--- config.mk ---
export PLATFORM = sky130hd
export DESIGN_NAME = vs_spi_responder
export DESIGN_NICKNAME = d
export VERILOG_FILES = /design/src/rtl/mp3_pkg.sv /design/src/rtl/vs_sdi_fifo.sv /design/src/rtl/vs_spi_responder.sv
export SDC_FILE = /design/constraint.sdc
export NUM_CORES = 2
export LEC_CHECK = 0
export BUFFER_PORTS_ARGS = -buffer_cell sky130_fd_sc_hd__clkbuf_2
export CORE_UTILIZATION = 50
export CTS_CLUSTER_DIAMETER = 50
export DETAILED_ROUTE_END_ITERATION = 6
export PLACE_DENSITY_LB_ADDON = 0.3
export SKIP_CTS_REPAIR_TIMING = 1
export SLEW_MARGIN = 20
export SYNTH_ARGS = -nofsm -noshare
export SYNTH_HDL_FRONTEND = slang
export SYNTH_HIERARCHICAL = 1
export SYNTH_SLANG_ARGS = --single-unit
--- constraint.sdc ---
create_clock -name CLK -period 19.55 [get_ports CLK]
set_clock_uncertainty 0.2 [all_clocks]
set_input_delay 3.91 -clock CLK [delete_from_list [all_inputs] [get_ports CLK]]
set_output_delay 3.91 -clock CLK [all_outputs]
set_load 0.05 [all_outputs]
--- src/rtl/mp3_pkg.sv ---
// Shared constants for the VS10xx-style SPI command/data link.
package mp3_pkg;

  localparam logic [7:0] SCI_OP_WRITE = 8'h02;
  localparam logic [7:0] SCI_OP_READ  = 8'h03;

  localparam logic [3:0] SCI_MODE = 4'h0;
  localparam logic [3:0] SCI_VOL  = 4'hB;

  typedef enum logic [2:0] {
    ST_IDLE,
    ST_SCI_HDR,
    ST_SCI_WR,
    ST_SCI_RD,
    ST_SCI_END,
    ST_SDI_RX,
    ST_ERR_WAIT
  } state_t;

endpackage

--- src/rtl/vs_sdi_fifo.sv ---
// Synchronous word FIFO for SDI audio data; pointers carry a wrap bit.
module vs_sdi_fifo #(
  parameter int DEPTH = 64,
  parameter int W     = 16
) (
  input  logic                     CLK,
  input  logic                     rst,
  input  logic                     push,
  input  logic [W-1:0]             push_data,
  input  logic                     pop,
  output logic [W-1:0]             head,
  output logic                     full,
  output logic                     empty,
  output logic [$clog2(DEPTH):0]   free
);
  localparam int AW = $clog2(DEPTH);
  localparam logic [AW:0] DEPTH_W = DEPTH[AW:0];

  logic [W-1:0] mem [DEPTH];
  logic [AW:0]  wptr, rptr;
  logic         do_push, do_pop;

  assign full  = (wptr[AW] != rptr[AW]) && (wptr[AW-1:0] == rptr[AW-1:0]);
  assign empty = (wptr == rptr);
  assign free  = DEPTH_W - (wptr - rptr);
  assign head  = mem[rptr[AW-1:0]];

  // a pop frees a slot this cycle, so a push against a full FIFO still lands
  assign do_pop  = pop & ~empty;
  assign do_push = push & (~full | do_pop);

  // pointer update
  always_ff @(posedge CLK or posedge rst) begin
    if (rst) begin
      wptr <= '0;
      rptr <= '0;
    end else begin
      if (do_push) wptr <= wptr + 1'b1;
      if (do_pop)  rptr <= rptr + 1'b1;
    end
  end

  // storage write; contents are don't-care once pointers are reset
  always_ff @(posedge CLK) begin
    if (do_push) mem[wptr[AW-1:0]] <= push_data;
  end

endmodule

--- src/rtl/vs_spi_responder.sv ---
// VS10xx-style SPI slave: SCI register access on XCS, SDI word stream on XDCS.
module vs_spi_responder
  import mp3_pkg::*;
#(
  parameter int          FIFO_DEPTH  = 64,
  parameter int          DREQ_FREE   = 16,
  parameter int          BUSY_CYCLES = 100,
  parameter logic [15:0] MODE_RST    = 16'h0800
) (
  input  logic        CLK,
  input  logic        rst,
  input  logic        i_SCK,
  input  logic        i_SI,
  input  logic        i_XCS,
  input  logic        i_XDCS,
  output logic        o_SO,
  output logic        o_DREQ,
  output logic [15:0] o_data,
  output logic        o_data_valid,
  input  logic        i_data_ready,
  output logic        o_reg_wr,
  output logic [3:0]  o_reg_addr,
  output logic [15:0] o_reg_wdata,
  output logic        o_err
);
  localparam int FAW = $clog2(FIFO_DEPTH);
  localparam int BW  = $clog2(BUSY_CYCLES + 1);
  localparam logic [FAW:0]  DREQ_FREE_W = DREQ_FREE[FAW:0];
  localparam logic [BW-1:0] BUSY_LD     = BUSY_CYCLES[BW-1:0];

  logic [1:0] sck_q, si_q, xcs_q, xdcs_q;
  logic       sck_d;
  logic       sck_s, si_s, xcs, xdcs, rise, fall;

  state_t      state;
  logic [3:0]  cnt, addr;
  logic [14:0] sh;
  logic [15:0] rd_sh;
  logic [15:0] regs [16];
  logic [BW-1:0] busy;
  logic        push_req;
  logic [15:0] push_word;

  logic        f_full, f_empty, drop;
  logic [FAW:0] f_free;
  logic [15:0] word;
  logic [7:0]  hdr_op;
  logic [3:0]  hdr_addr;

  assign sck_s = sck_q[1];
  assign si_s  = si_q[1];
  assign xcs   = xcs_q[1];
  assign xdcs  = xdcs_q[1];
  assign rise  = sck_s & ~sck_d;
  assign fall  = ~sck_s & sck_d;

  // word as it stands once the current bit is shifted in
  assign word     = {sh, si_s};
  assign hdr_op   = sh[14:7];
  assign hdr_addr = {sh[2:0], si_s};

  // a word reaching a full FIFO with no simultaneous pop is lost
  assign drop = push_req & f_full & ~(i_data_ready & ~f_empty);

  // selects idle high so a reset does not look like a double select
  always_ff @(posedge CLK or posedge rst) begin
    if (rst) begin
      sck_q  <= '0;
      si_q   <= '0;
      xcs_q  <= 2'b11;
      xdcs_q <= 2'b11;
      sck_d  <= 1'b0;
    end else begin
      sck_q  <= {sck_q[0], i_SCK};
      si_q   <= {si_q[0], i_SI};
      xcs_q  <= {xcs_q[0], i_XCS};
      xdcs_q <= {xdcs_q[0], i_XDCS};
      sck_d  <= sck_s;
    end
  end

  // frame decoder, register file and busy timer
  always_ff @(posedge CLK or posedge rst) begin
    if (rst) begin
      state       <= ST_IDLE;
      cnt         <= '0;
      addr        <= '0;
      sh          <= '0;
      rd_sh       <= '0;
      busy        <= '0;
      push_req    <= 1'b0;
      push_word   <= '0;
      o_SO        <= 1'b0;
      o_reg_wr    <= 1'b0;
      o_reg_addr  <= '0;
      o_reg_wdata <= '0;
      o_err       <= 1'b0;
      for (int i = 0; i < 16; i++) regs[i] <= (4'(i) == SCI_MODE) ? MODE_RST : 16'h0000;
    end else begin
      o_reg_wr <= 1'b0;
      push_req <= 1'b0;
      o_err    <= drop;
      if (busy != '0) busy <= busy - BW'(1);
      case (state)
        ST_IDLE: begin
          cnt <= '0;
          if (!xcs && !xdcs) begin
            o_err <= 1'b1;
            state <= ST_ERR_WAIT;
          end else if (!xcs) state <= ST_SCI_HDR;
          else if (!xdcs)    state <= ST_SDI_RX;
        end
        ST_SCI_HDR: begin
          if (xcs) state <= ST_IDLE;
          else if (rise) begin
            sh  <= word[14:0];
            cnt <= cnt + 4'd1;
            if (cnt == 4'd15) begin
              addr <= hdr_addr;
              if (hdr_op == SCI_OP_WRITE) state <= ST_SCI_WR;
              else if (hdr_op == SCI_OP_READ) begin
                rd_sh <= regs[hdr_addr];
                state <= ST_SCI_RD;
              end else begin
                o_err <= 1'b1;
                state <= ST_SCI_END;
              end
            end
          end
        end
        ST_SCI_WR: begin
          if (xcs) state <= ST_IDLE;
          else if (rise) begin
            sh  <= word[14:0];
            cnt <= cnt + 4'd1;
            if (cnt == 4'd15) begin
              regs[addr]  <= word;
              o_reg_wr    <= 1'b1;
              o_reg_addr  <= addr;
              o_reg_wdata <= word;
              busy        <= BUSY_LD;
              state       <= ST_SCI_END;
            end
          end
        end
        ST_SCI_RD: begin
          if (xcs) begin
            o_SO  <= 1'b0;
            state <= ST_IDLE;
          end else if (fall) begin
            o_SO  <= rd_sh[15];
            rd_sh <= {rd_sh[14:0], 1'b0};
            cnt   <= cnt + 4'd1;
            if (cnt == 4'd15) state <= ST_SCI_END;
          end
        end
        ST_SCI_END: begin
          // bit 0 stays on SO until the master has sampled it on the last rise
          if (xcs) begin
            o_SO  <= 1'b0;
            state <= ST_IDLE;
          end else if (fall) o_SO <= 1'b0;
        end
        ST_SDI_RX: begin
          if (xdcs) state <= ST_IDLE;
          else if (rise) begin
            sh  <= word[14:0];
            cnt <= cnt + 4'd1;
            if (cnt == 4'd15) begin
              push_req  <= 1'b1;
              push_word <= word;
            end
          end
        end
        ST_ERR_WAIT: if (xcs && xdcs) state <= ST_IDLE;
        default: state <= ST_IDLE;
      endcase
    end
  end

  // DREQ: no write busy window and enough room for another burst
  always_ff @(posedge CLK or posedge rst) begin
    if (rst) o_DREQ <= 1'b0;
    else     o_DREQ <= (busy == '0) && (f_free >= DREQ_FREE_W);
  end

  vs_sdi_fifo #(.DEPTH(FIFO_DEPTH), .W(16)) u_fifo (
    .CLK       (CLK),
    .rst       (rst),
    .push      (push_req),
    .push_data (push_word),
    .pop       (i_data_ready),
    .head      (o_data),
    .full      (f_full),
    .empty     (f_empty),
    .free      (f_free)
  );

  assign o_data_valid = ~f_empty;

endmodule

==> reports/results.md <==
* finished clean — status
* 0 — Final Hold Vio Count
* 6 — count of warnings emitted by yosys
* 0 — antenna diode count
* 4844 — post-route insts no fill
* 0.0156 sq mm — area taken by multi-input logic gates
* 81.7 mm — detailed placer's ending HPWL
* 0 — residual antenna-violating net count after detailed routing
* 0.234 — Slew HR
* 0.504 — initial standard-cell utilization of the core
* 0.832 — placer's final routability congestion estimate
* 0.101 GHz — Achievable Freq
* 0.112 sq mm — core footprint
* 30.2k — vias
* 28.6 um — average wire per cell in the routed design
* 9920 ps — shortest period the worst path allows
* 0 — sum of overflow across all layers after global routing
* clkbuf_16 — root buffer cell
* 0 — Remaining DRCs
* 123 — count of standard-cell rows
* 930 ps — crit-path max cell delay
* dfrtp_4 — slowest library cell on the worst path
* 138 mm — total wire length after detailed routing
* 12.1% — signed area change from the synthesized netlist to the final layout
* reg2out — Crit Path Category
* register — sort of element at the start of the critical path
* 1 — antenna violations before repair
* buffers and inverters — cell family with most CP delay
* 339 um — Chip Width
* 0.0567 sq mm — Post-Syn Area
* 15440 ps — required arrival time at the worst endpoint
* 3 — maximum clock path buffer count
* 206 mm — first-pass GRT wire length
* 60 ps — Clk pin slew, worst setup/hold paths
* 4 — number of levels the H-tree was split into
* 0 — Final Setup Violations
* 3136 — Cells after Synth
* 147 — total clock buffers created by CTS
* 111 uV — worst IR drop on VDD
* 0.115 sq mm — floorplan die area
* 0.0251 uW — leakage power
* 0.508 — Final Cycle Share
* 149 — pin count of the biggest net entering global routing
* no — RSZ-0062 raised after global routing
* 5810 ps — data arrival time of the worst path
* 10240 ps — dpl ws
* 0 ps — setup_tns
* 0 — final max-slew violation count
* 99 — critical path peak fanout
* reg2reg — worst hold path class
* 0.300 — fraction of layout instances using a drive strength above 1
* 1150 ps — Least-Margin Pin Slew
* yes — CTS tree
* 2919 — starting DRC count in detailed routing
* 4576 — placed insts
* 3250 — Final #Nets
* 0.0400 sq mm — footprint of the flip-flops and latches
* output pin — element type at the critical path end
* 339 um — height of the die
* 18.1 sq um — mean instance size in the synthesized netlist
* 6.23 — Avg Vias per Cell
* 3160 — Synth Net Count
* 1393 — number of sinks driven by the clock tree
* 30.9k — number of global-route vias before repair
* 8341 — final-layout fill cell count
* 47 — number of input and output port buffers inserted
* 0 — Max Cap Violations
* 48 — I/O pin cnt
* 5 — router iterations before antenna repair
* buf_4 — most repeated library cell on the critical path
* 4 — number of buffers and inverters on the critical path
* 9630 ps — Setup WS post-layout
* buf_12 > buf_4 > mux4_2 > a22o_1 > a2111oi_0 > buf_4 > nor3_1 > clkbuf_2 — ordered cell list for the critical path
* 120 mW/mm^2 — power density of the placed cells
* 750 ps — later-pin clock latency in the skew report
* 0.243 — GR Util All Layers
-- placed cells by master, fill, tap and decap left out, types with 23 or more instances in the layout --
master / count
a211oi_1: 26
a21oi_1: 46
a221o_1: 34
a221oi_1: 27
a22oi_1: 25
buf_4: 101
clkbuf_1: 27
clkbuf_16: 151
clkbuf_2: 47
clkinv_1: 24
clkinv_2: 23
dfrtp_1: 341
edfxtp_1: 1024
inv_1: 46
mux2_2: 305
mux2i_1: 169
mux4_2: 221
nand2_1: 111
nand3_1: 39
nor2_1: 107
nor2b_1: 29
o21ai_0: 28
o221ai_1: 34
o22ai_1: 26
-- final timing paths --
| check | slack [ps] | start | to | cells after the start |
|---|---|---|---|---|
| worst max-delay path | 9630 | u_fifo/rptr[0] | o_data[0] | 8 |
| worst min-delay path | 160 | si_q[0] | si_q[1] | 0 |
| worst max register to register | 14260 | u_fifo/rptr[0] | u_fifo/mem[23][14] | 7 |
| worst min register to register | 160 | si_q[0] | si_q[1] | 0 |
| max in group asynchronous | 14370 | rst | si_q[1] | 3 |
| min in group asynchronous | 3230 | rst | u_fifo/wptr[1] | 2 |
-- area by class of cell --
class / count / area share
timing repair buffer: 152 / 0.0166
tap: 1500 / 0.0295
clock inverter: 81 / 0.0128
clock buffer: 186 / 0.0628
sequential: 1393 / 0.630
multi-input combinational: 1483 / 0.245
inverter: 49 / 0.00317
-- metrics by stage --
step | hold slack (ps) | utilization | cell area [sq um] | power (uW)
after floorplan | 131 | - | 56700 | 4430
after global placement | 146 | 0.521 | 58600 | 4910
after detailed placement | 149 | 0.522 | 58700 | 4930
after CTS | 155 | 0.564 | 63500 | 7670
after global routing | 163 | 0.565 | 63500 | 7860
final | 156 | 0.565 | 63500 | 7620
-- worst reg2reg max path: stages, from the launching register on --
cell     delay [ps]
dfrtp_4         930
buf_4           790
inv_1           590
ha_1            470
nand2_1          90
o41ai_2         150
or3b_1          670
nor2_2          980
-- routing by layer --
layer,global-route usage,vias to the layer above,part of all wire
li1,-,12700,-
met1,0.320,15900,0.38
met2,0.406,1334,0.50
met3,0.0423,257,0.079
met4,0.0926,2,0.035
met5,0,-,0.00014
-- sequential cells by signal, indices dropped and copies added (netlist names) --
register / flops
u_fifo/mem: 1024
regs: 256
o_reg_wdata: 16
push_word: 16
rd_sh: 16
sh: 15
busy: 7
u_fifo/rptr: 7
u_fifo/wptr: 7
addr: 4
cnt: 4
o_reg_addr: 4
state: 3
sck_q: 2
si_q: 2
xcs_q: 2
xdcs_q: 2
o_DREQ: 1
o_SO: 1
o_err: 1
o_reg_wr: 1
push_req: 1
sck_d: 1
-- power by group --
group	switching (uW)	internal [uW]	leakage, uW	total (uW)
Sequential	103	3170	0.0161	3270
Combinational	1060	535	0.00669	1590
Clock	1140	1610	0.00234	2760
Total	2310	5320	0.0251	7620
Note: power is estimated with default switching activity, not from simulation.
